<file path="src/rtl/div_pkg.sv">
// Shared definitions for the sequential restoring divider: state codes,
// default operand widths and a counter-width helper.
package div_pkg;

  localparam int DIV_WD = 16;
  localparam int DIV_WS = 8;

  localparam logic [1:0] ST_IDLE = 2'd0;
  localparam logic [1:0] ST_CALC = 2'd1;
  localparam logic [1:0] ST_DONE = 2'd2;

  // Bits needed to hold the values 0 .. value-1, never less than one bit.
  function automatic int clog2(input int value);
    int bits;
    bits = 0;
    for (int i = 0; i < 32; i++) begin
      if ((1 << i) < value) bits = i + 1;
    end
    if (bits < 1) bits = 1;
    return bits;
  endfunction

endpackage

</file>
<file path="src/rtl/div_step.sv">
// One restoring-division step: shift a dividend bit into the partial
// remainder and subtract the divisor if it fits.
module div_step
  import div_pkg::*;
#(
  parameter int WS = DIV_WS
) (
  input  logic [WS-1:0] rem,
  input  logic          bit_in,
  input  logic [WS-1:0] divisor,
  output logic [WS-1:0] rem_next,
  output logic          qbit
);

  logic [WS:0] r;

  // The compare needs the extra top bit; the subtract can be done modulo
  // 2^WS because a successful result is always smaller than the divisor.
  always_comb begin
    r        = {rem, bit_in};
    qbit     = (r >= {1'b0, divisor});
    rem_next = qbit ? (r[WS-1:0] - divisor) : r[WS-1:0];
  end

endmodule

</file>
<file path="src/rtl/seq_divider.sv">
// Sequential restoring divider producing one quotient bit per enabled clock,
// with valid/ready handshakes on both the operand and result sides.
module seq_divider
  import div_pkg::*;
#(
  parameter int WD = DIV_WD,
  parameter int WS = DIV_WS
) (
  input  logic          CLK,
  input  logic          RESETN,
  input  logic          CE,
  input  logic          IN_VALID,
  output logic          IN_READY,
  input  logic [WD-1:0] DIVIDEND,
  input  logic [WS-1:0] DIVISOR,
  output logic          OUT_VALID,
  input  logic          OUT_READY,
  output logic [WD-1:0] QUOT,
  output logic [WS-1:0] REM,
  output logic          DIV0
);

  localparam int CW = clog2(WD);
  localparam logic [CW-1:0] CNT_LAST = CW'(WD - 1);

  logic [1:0]    state_q, state_d;
  logic [CW-1:0] cnt_q, cnt_d;
  logic [WS-1:0] part_q, part_d;
  logic [WD-1:0] shift_q, shift_d;
  logic [WS-1:0] dvs_q, dvs_d;
  logic [WD-1:0] quot_q, quot_d;
  logic [WS-1:0] rem_q, rem_d;
  logic          div0_q, div0_d;

  logic [WS-1:0] step_rem;
  logic          step_qbit;

  div_step #(.WS(WS)) u_step (
    .rem      (part_q),
    .bit_in   (shift_q[WD-1]),
    .divisor  (dvs_q),
    .rem_next (step_rem),
    .qbit     (step_qbit)
  );

  // The shift register feeds dividend bits out of the top while quotient
  // bits enter at the bottom, so after WD steps it holds the quotient.
  always_comb begin
    state_d = state_q;
    cnt_d   = cnt_q;
    part_d  = part_q;
    shift_d = shift_q;
    dvs_d   = dvs_q;
    quot_d  = quot_q;
    rem_d   = rem_q;
    div0_d  = div0_q;

    case (state_q)
      ST_IDLE: begin
        if (IN_VALID) begin
          shift_d = DIVIDEND;
          dvs_d   = DIVISOR;
          if (DIVISOR == '0) begin
            quot_d  = '1;
            rem_d   = DIVIDEND[WS-1:0];
            div0_d  = 1'b1;
            state_d = ST_DONE;
          end else begin
            part_d  = '0;
            cnt_d   = CNT_LAST;
            state_d = ST_CALC;
          end
        end
      end
      ST_CALC: begin
        part_d  = step_rem;
        shift_d = {shift_q[WD-2:0], step_qbit};
        cnt_d   = cnt_q - CW'(1);
        if (cnt_q == '0) begin
          quot_d  = {shift_q[WD-2:0], step_qbit};
          rem_d   = step_rem;
          div0_d  = 1'b0;
          state_d = ST_DONE;
        end
      end
      ST_DONE: begin
        if (OUT_READY) state_d = ST_IDLE;
      end
      default: state_d = ST_IDLE;
    endcase
  end

  // CE gates every register, so a stalled divide resumes exactly where it left off.
  always_ff @(posedge CLK or negedge RESETN) begin
    if (!RESETN) begin
      state_q <= ST_IDLE;
      cnt_q   <= '0;
      part_q  <= '0;
      shift_q <= '0;
      dvs_q   <= '0;
      quot_q  <= '0;
      rem_q   <= '0;
      div0_q  <= 1'b0;
    end else if (CE) begin
      state_q <= state_d;
      cnt_q   <= cnt_d;
      part_q  <= part_d;
      shift_q <= shift_d;
      dvs_q   <= dvs_d;
      quot_q  <= quot_d;
      rem_q   <= rem_d;
      div0_q  <= div0_d;
    end
  end

  assign IN_READY  = (state_q == ST_IDLE);
  assign OUT_VALID = (state_q == ST_DONE);
  assign QUOT      = quot_q;
  assign REM       = rem_q;
  assign DIV0      = div0_q;

endmodule
</file>
<file path="config.mk">
export PLATFORM = sky130hd
export DESIGN_NAME = seq_divider
export DESIGN_NICKNAME = d
export VERILOG_FILES = /design/src/rtl/div_pkg.sv /design/src/rtl/div_step.sv /design/src/rtl/seq_divider.sv
export SDC_FILE = /design/constraint.sdc
export NUM_CORES = 1
export LEC_CHECK = 0
export CORE_MARGIN = 1.5
export CORE_UTILIZATION = 63
export CTS_CLUSTER_SIZE = 24
export DETAILED_ROUTE_END_ITERATION = 6
export DONT_BUFFER_PORTS = 1
export HOLD_SLACK_MARGIN = 0.15
export MAX_ROUTING_LAYER = met4
export PLACE_DENSITY = 0.79
export SKIP_CTS_REPAIR_TIMING = 1
export SYNTH_ARGS = -nofsm -noshare
export SYNTH_HDL_FRONTEND = slang
export SYNTH_SLANG_ARGS = --single-unit
</file>
<file path="constraint.sdc">
create_clock -name CLK -period 3 [get_ports CLK]
set_input_delay 0.15 -clock CLK [delete_from_list [all_inputs] [get_ports CLK]]
set_output_delay 0.15 -clock CLK [all_outputs]
set_load 0.05 [all_outputs]
</file>
-- Word-level counts from Yosys, hierarchy flattened
Index checks and enable logic that the tools add are counted.
- $add $sub $neg: 2
- magnitude comparators: 1
- equal/unequal tests: 7
- mux-type cells: 26
- reduce and logical (&&, ||, !) cells: 9
- operators by type and width (kind ; count):
    $mux 16 ; 4
    $mux 32 ; 2
    $pmux 16 s2 ; 2
    $pmux 32 s2 ; 1
    $mux 8 ; 6
    $logic_not 32->1 ; 1
    $pmux 8 s2 ; 2
    $sub 32x1->32 const B ; 1
    $ge 9x8->1 ; 1
    $logic_not 8->1 ; 1
    $mux 2 ; 4
    $reduce_and 4->1 ; 2
    $sub 8x8->8 ; 1
    $ne 2x2->1 const B ; 3
    $pmux 2 s3 ; 1
    $reduce_and 3->1 ; 2
    $reduce_and 5->1 ; 1
    $ne 2x1->1 const B ; 2
    $mux 1 ; 3
    $eq 2x1->1 const B ; 1
    $eq 2x2->1 const B ; 1
    $logic_not 2->1 ; 1
    $pmux 1 s2 ; 1
    $reduce_bool 2->1 ; 1
- bits in registers: 91
- input port bits: 29
- output and inout port bits: 27

-- Depth between registers and ports, before layout
Gate-level depths: netlist of the first run.
- word-level depth: 4
- gate-level depth with buffers: 10
- mapped depth without buffers: 10

-- Cells and area by module
From an unflattened synthesis of the first run, not the netlist that was laid out.
- cell total of the unflattened synthesis: 494
- area total of the unflattened synthesis: 4880.9 um2
- by module, submodules not included (module ; instances ; cells an instance ; area an instance (um2) ; sequential area each (um2)):
    seq_divider ; 1 ; 428 ; 4341.7 ; 2277.2
    div_step ; 1 ; 66 ; 539.3 ; 0.0

-- Worst setup path before layout of the first run
Ideal clock, no wire load.
- kind: reg2reg
- start point: register cnt_q[6]
- end point: register cnt_q[18]
- library setup time: 0.066 ns
- data arrival time: 2.406 ns
- path slack: 0.528 ns
- stages on the path, launching flop included: 7
- buffers on the path: 1
- path through: dfrtp_1 > or4_4 > or4_4 > or3_1 > clkbuf_2 > or4_1 > nand2_1
- longest elaborated chain between the ends: 2
- RTL lines (item ; RTL line ; RTL):
    from (decl) ; seq_divider.sv:27 ; logic [CW-1:0] cnt_q, cnt_d;
    from (signal assigned) ; seq_divider.sv:106 ; cnt_q <= cnt_d;
    $sub 32x1->32 ; seq_divider.sv:78 ; cnt_d = cnt_q - CW'(1);
    $pmux 32 s2 ; seq_divider.sv:58 ; case (state_q)
No other way between the ends.
A chain may end at the register's enable or synchronous reset.

-- Worst setup path after layout of the first run
- start point: register cnt_q[6]
- end point: register cnt_q[14]
The elaborated chain is that of the path after synthesis.

==> results.json, run 1 <==
{
  "hold_viol": 0,
  "place_ws_ps": 390,
  "routed_wl_um": 10000,
  "dr.first_iter.drc_count": 278,
  "r2r_end": "cnt_q[14]",
  "reg2reg_slack_ps": 400,
  "path_class": "reg2reg",
  "core_mm2": 0.00687,
  "grt_pass1_vias": 3342,
  "maxSlewHeadroom": 0.418,
  "tns_ps": 0,
  "drc": 0,
  "wire_per_inst_um": 16.3,
  "ant_nets": 0,
  "r2r-start": "cnt_q[6]",
  "fill_cells": 477,
  "ys_ff_latch": 91,
  "clk_path_buf_depth": 2,
  "cp.required_ps": 3230,
  "drive_gt1_frac": 0.0809,
  "cts_tree": "yes",
  "synth_edf_count": 0,
  "ios": 56,
  "ff_latch_area_mm2": 0.00228,
  "final_cell_mix": "dfrtp_1, nor2_1, nand2_1",
  "gp_congestion": 0.884,
  "hold_path_class": "in2reg",
  "setup_violations": 0,
  "async_reset_ff_frac": 1.00,
  "row_count": 30,
  "final_nets": 553,
  "grtUsageTotal": 0.270,
  "ys_warn_count": 0,
  "worst_setup_path_start_kind": "flop",
  "via_per_inst": 5.94,
  "final_area_mm2": 0.00515,
  "seq_area_frac_synth": 0.503,
  "timing_worst_slew_pin_value_ps": 870,
  "leakage_nw": 2.31,
  "slew_violations": 0,
  "antenna_found_initial": 0,
  "cts_made_buffers": 9,
  "arrival_ps": 2830,
  "grt-ovfl-total": 0,
  "finClkSkew_ps": 21.2,
  "vias": 3652,
  "multi_input_area_mm2": 0.00210,
  "final_common_cell": "dfrtp_1",
  "die_h_um": 87.8,
  "rsz0062_at_grt": "no",
  "die_w_um": 87.8,
  "syn_area_mm2": 0.00453,
  "clk_pin_slew_ps": 100,
  "rr_worst_depth": 5,
  "diodes": 0,
  "power_density_mw_per_mm2": 1170,
  "hold_depth": 4,
  "htree_levels": 3,
  "grt_max_degree": 92,
  "placed_cell_area_mm2": 0.00465,
  "place_hpwl_um": 6540,
  "p_total_w": 0.00600,
  "peakVddDrop_v": 0.000435,
  "synth_flop_cell": "dfrtp_1",
  "synth.distinct_cells": 54,
  "firstDrtPassIters": 5,
  "synth_fp_nets": 525,
  "status": "finished, final reports clean",
  "fin_crit_sh": 0.867,
  "grt_pass1_wl_um": 15500,
  "cp-end-kind": "flop",
  "fmax_mhz": 385,
  "numClockSinks": 91,
  "synthCells": 486,
  "die_area_mm2": 0.00770,
  "period_minus_slack_ps": 2600,
  "area_growth_pct": 13.7,
  "setup_ws_ps": 400,
  "initial_core_util": 0.659,
  "clockRootBuffer": "clkbuf_8",
  "portBuffers": 0,
  "worstHoldEndpoint": "shift_q[0]",
  "hold_path.startpoint": "IN_VALID",
  "critPathMaxFanout": 7,
  "drv_cap": 0,
  "synth.avg_cell_area_um2": 9.31,
  "clk-insertion-delay-late_ps": 370
}
-- power by group --
part	internal [W]	leakage, nW	total, W	switching, W
registers	0.00169	1.10	0.00263	0.000941
logic	0.00104	1.11	0.00256	0.00152
clock network	0.000329	0.101	0.000820	0.000492
total	0.00305	2.31	0.00600	0.00295
-- synthesized netlist by cell type, drive strengths merged (4+ instances only) --
| cell | n | area (µm²) |
|---|---|---|
| nand2b | 6 | 37.5 |
| a21oi | 20 | 100 |
| nor4 | 5 | 46.3 |
| a31oi | 23 | 144 |
| nand3b | 5 | 37.5 |
| nand4 | 5 | 31.3 |
| inv | 18 | 67.6 |
| or3 | 6 | 37.5 |
| dfrtp | 91 | 2280 |
| xnor2 | 10 | 87.6 |
| clkbuf | 19 | 72.6 |
| o22a | 9 | 78.8 |
| ha | 9 | 113 |
| buf | 4 | 20.0 |
| xor2 | 18 | 158 |
| nor3 | 7 | 35.0 |
| mux2 | 4 | 45.0 |
| nand2 | 65 | 244 |
| nor2 | 78 | 293 |
| o21ai | 24 | 120 |
| or4 | 8 | 67.6 |
| o21a | 4 | 30.0 |
-- cell families (layout without fill, tap and decap cells) --
family                     count (synthesis)  in the layout  synth area share
AOI/OAI and AO/OA                        106            106             0.151
muxes                                      6              6            0.0144
and+or+nand+nor                          204            204             0.212
DFF                                       91             91             0.503
adders and majority gates                 10             10            0.0293
xor gates and xnor gates                  28             28            0.0542
buffers and inverters                     41             74            0.0354
-- cell type report --
| class | count | share of cell area |
|---|---|---|
| clock buffer | 9 | 0.0241 |
| clock inverter | 7 | 0.0143 |
| tap | 96 | 0.0233 |
| timing repair buffer | 40 | 0.0753 |
| inverter | 18 | 0.0131 |
| multi-input combinational | 354 | 0.408 |
| sequential | 91 | 0.442 |
-- critical path, cell delays in order, from the launching register on --
cell	delay (ps)
dfrtp_1	400
or4_4	560
or4_4	540
or3_1	500
o311ai_0	330
o41ai_1	140
-- metrics by stage --
| stage | utilization | hold slack (ps) | instances |
|---|---|---|---|
| floorplan | - | -146 | 486 |
| CTS | 0.706 | -540 | 587 |
| detailed placement | 0.677 | -144 | 571 |
| global route | 0.750 | 181 | 615 |
| finish | 0.750 | 172 | 615 |
| global placement | 0.677 | -144 | 571 |
-- worst max path at each step --
stage              from        end  slack [ps]  depth (start not counted)
3_3_place_gp   cnt_q[6]    QUOT[5]         450                          6
3_5_place_dp   cnt_q[6]    QUOT[1]         390                          6
6_report       cnt_q[6]  cnt_q[14]         400                          5
4_1_cts        cnt_q[6]    QUOT[1]         390                          6
2_1_floorplan  cnt_q[6]  cnt_q[18]         530                          6
5_1_grt        cnt_q[5]    QUOT[2]         210                          6
-- state kept, by name (all words and copies together) (netlist names) --
| register | cells |
|---|---|
| REM | 8 |
| state_q | 2 |
| DIV0 | 1 |
| cnt_q | 32 |
| dvs_q | 8 |
| QUOT | 16 |
| part_q | 8 |
| shift_q | 16 |
-- per-layer routing --
layer,vias up,share of wire,global-route usage
met1,1794,0.43,0.339
met5,-,0,-
met3,16,0.045,0.0509
met2,94,0.50,0.448
met4,0,0.019,0.0765
li1,1748,-,-
No activity file was read; power rests on OpenSTA's default activity.
==> run 2: changes to the inputs <==
--- a/config.mk
+++ b/config.mk
@@ -10,9 +10,8 @@
 export CTS_CLUSTER_SIZE = 24
 export DETAILED_ROUTE_END_ITERATION = 6
 export DONT_BUFFER_PORTS = 1
-export HOLD_SLACK_MARGIN = 0.15
 export MAX_ROUTING_LAYER = met4
-export PLACE_DENSITY = 0.79
+export PLACE_DENSITY = 0.81
 export SKIP_CTS_REPAIR_TIMING = 1
 export SYNTH_ARGS = -nofsm -noshare
 export SYNTH_HDL_FRONTEND = slang
==> run 2 against run 1 <==
Against the previous run:
- utilization down 0.46 points
- sequential cell count unchanged
- total power down 0.38%
- largest cell class unchanged
- largest power group unchanged
==> results.json, run 2 (synthesis results as in run 1) <==
{
  "status": "finished, final reports clean",
  "core_mm2": 0.00687,
  "antenna_found_initial": 0,
  "final_nets": 550,
  "max_stage_delay_ps": 560,
  "portBuffers": 0,
  "grt_pass1_vias": 3350,
  "timing_worst_slew_pin_value_ps": 882,
  "ff_latch_area_mm2": 0.00228,
  "p_clk_frac": 0.134,
  "path_class": "reg2reg",
  "cp.required_ps": 3260,
  "clk-insertion-delay-late_ps": 370,
  "multi_input_area_mm2": 0.00210,
  "internal-power_w": 0.00304,
  "final_cell_mix": "dfrtp_1, nor2_1, nand2_1",
  "top_register": "cnt_q",
  "cp_common_cell": "or4_4",
  "fin_crit_sh": 0.875,
  "die_w_um": 87.8,
  "maxSlewHeadroom": 0.409,
  "diodes": 0,
  "pwr-share-seq": 0.439,
  "drv_cap": 0,
  "place_hpwl_um": 6410,
  "tns_ps": 0,
  "slowest_stage": "or4_4",
  "grt_pass1_wl_um": 15200,
  "p_comb_frac": 0.426,
  "leakage_nw": 2.29,
  "arrival_ps": 2890,
  "row_count": 30,
  "grtUsageTotal": 0.265,
  "clockRootBuffer": "clkbuf_8",
  "cts_made_buffers": 9,
  "routed_wl_um": 9950,
  "vias": 3692,
  "ant_nets": 0,
  "cts_tree": "yes",
  "setup_violations": 0,
  "final_util": 0.745,
  "wire_per_inst_um": 16.3,
  "initial_core_util": 0.659,
  "power_density_mw_per_mm2": 1170,
  "hold_path_class": "in2reg",
  "clk_path_buf_depth": 2,
  "htree_levels": 3,
  "largest_register_ffs": 32,
  "fmax_mhz": 381,
  "die_area_mm2": 0.00770,
  "die_h_um": 87.8,
  "cp-end-kind": "flop",
  "fill_cells": 486,
  "switching_share": 0.492,
  "worst_setup_path_start_kind": "flop",
  "p_sw_w": 0.00294,
  "peakVddDrop_v": 0.000466,
  "finClkSkew_ps": 11.7,
  "numClockSinks": 91,
  "gp_congestion": 0.928,
  "final_common_cell": "dfrtp_1",
  "via_per_inst": 6.03,
  "grt-ovfl-total": 0,
  "slew_violations": 0,
  "area_growth_pct": 13.0,
  "drive_gt1_frac": 0.0795,
  "grt_max_degree": 92,
  "ios": 56,
  "critPathMaxFanout": 24,
  "clk_pin_slew_ps": 100,
  "reg2reg_slack_ps": 370,
  "crit_chain": "or4_4 -> or4_4 -> o21ai_0 -> nor3b_4 -> buf_4 -> nand2_1 -> o22a_1",
  "firstDrtPassIters": 5,
  "rsz0062_at_grt": "no",
  "period_minus_slack_ps": 2630,
  "hold_viol": 0,
  "dr.first_iter.drc_count": 192,
  "drc": 0
}
## run 2: changes by cell type in the layout (fill, tap and decap cells not counted), sizes merged
cell         delta
dlygate4sd3     -2
buf             -1
clkinv          -1
clkinvlp        +1
## run 2: critical path: cells and delay by family, from the launching register on
kind / cells / cell delay (ps)
buf+inv: 1 / 310
flops: 1 / 400
simple gates: 4 / 1480
compound gates: 2 / 330
## run 2: power groups by stage
| stage | Combinational [W] | Sequential (W) | Clock (W) |
|---|---|---|---|
| after floorplan | 0.00194 | 0.00253 | 0 |
| after global placement | 0.00235 | 0.00263 | 0 |
| after detailed placement | 0.00243 | 0.00264 | 0 |
| after CTS | 0.00245 | 0.00262 | 0.000814 |
| after global routing | 0.00283 | 0.00268 | 0.000859 |
| final | 0.00255 | 0.00263 | 0.000805 |
## run 2: worst paths after layout
kind	cells after the start	endpoint	start
worst min register to register	2	part_q[7]	part_q[7]
worst max-delay path	7	REM[1]	cnt_q[6]
worst max register to register	7	REM[1]	cnt_q[6]
min in group asynchronous	2	shift_q[1]	RESETN
worst min-delay path	3	state_q[1]	CE
max in group asynchronous	2	cnt_q[17]	RESETN
## run 2: layout make-up
class / instances / area share
clock buffer: 9 / 0.0242
clock inverter: 7 / 0.0137
inverter: 18 / 0.0132
multi-input combinational: 354 / 0.410
sequential: 91 / 0.445
tap: 96 / 0.0235
timing repair buffer: 37 / 0.0704
## run 2: per-stage QoR
stage	std cells	hold WS (ps)	instance area (µm²)	setup WS [ps]	power [W]
final	612	7.32	5120	374	0.00598
after global placement	570	-144	4650	455	0.00498
after floorplan	486	-146	4530	528	0.00447
after global routing	612	58.6	5120	234	0.00638
after detailed placement	570	-144	4650	410	0.00508
after CTS	586	-546	4840	395	0.00588
## run 2: layer usage
layer / GRT usage / vias up / part of all wire
met5: - / - / 0
met4: 0.107 / 0 / 0.021
met3: 0.0537 / 22 / 0.053
met2: 0.441 / 109 / 0.51
met1: 0.314 / 1819 / 0.42
li1: - / 1742 / -
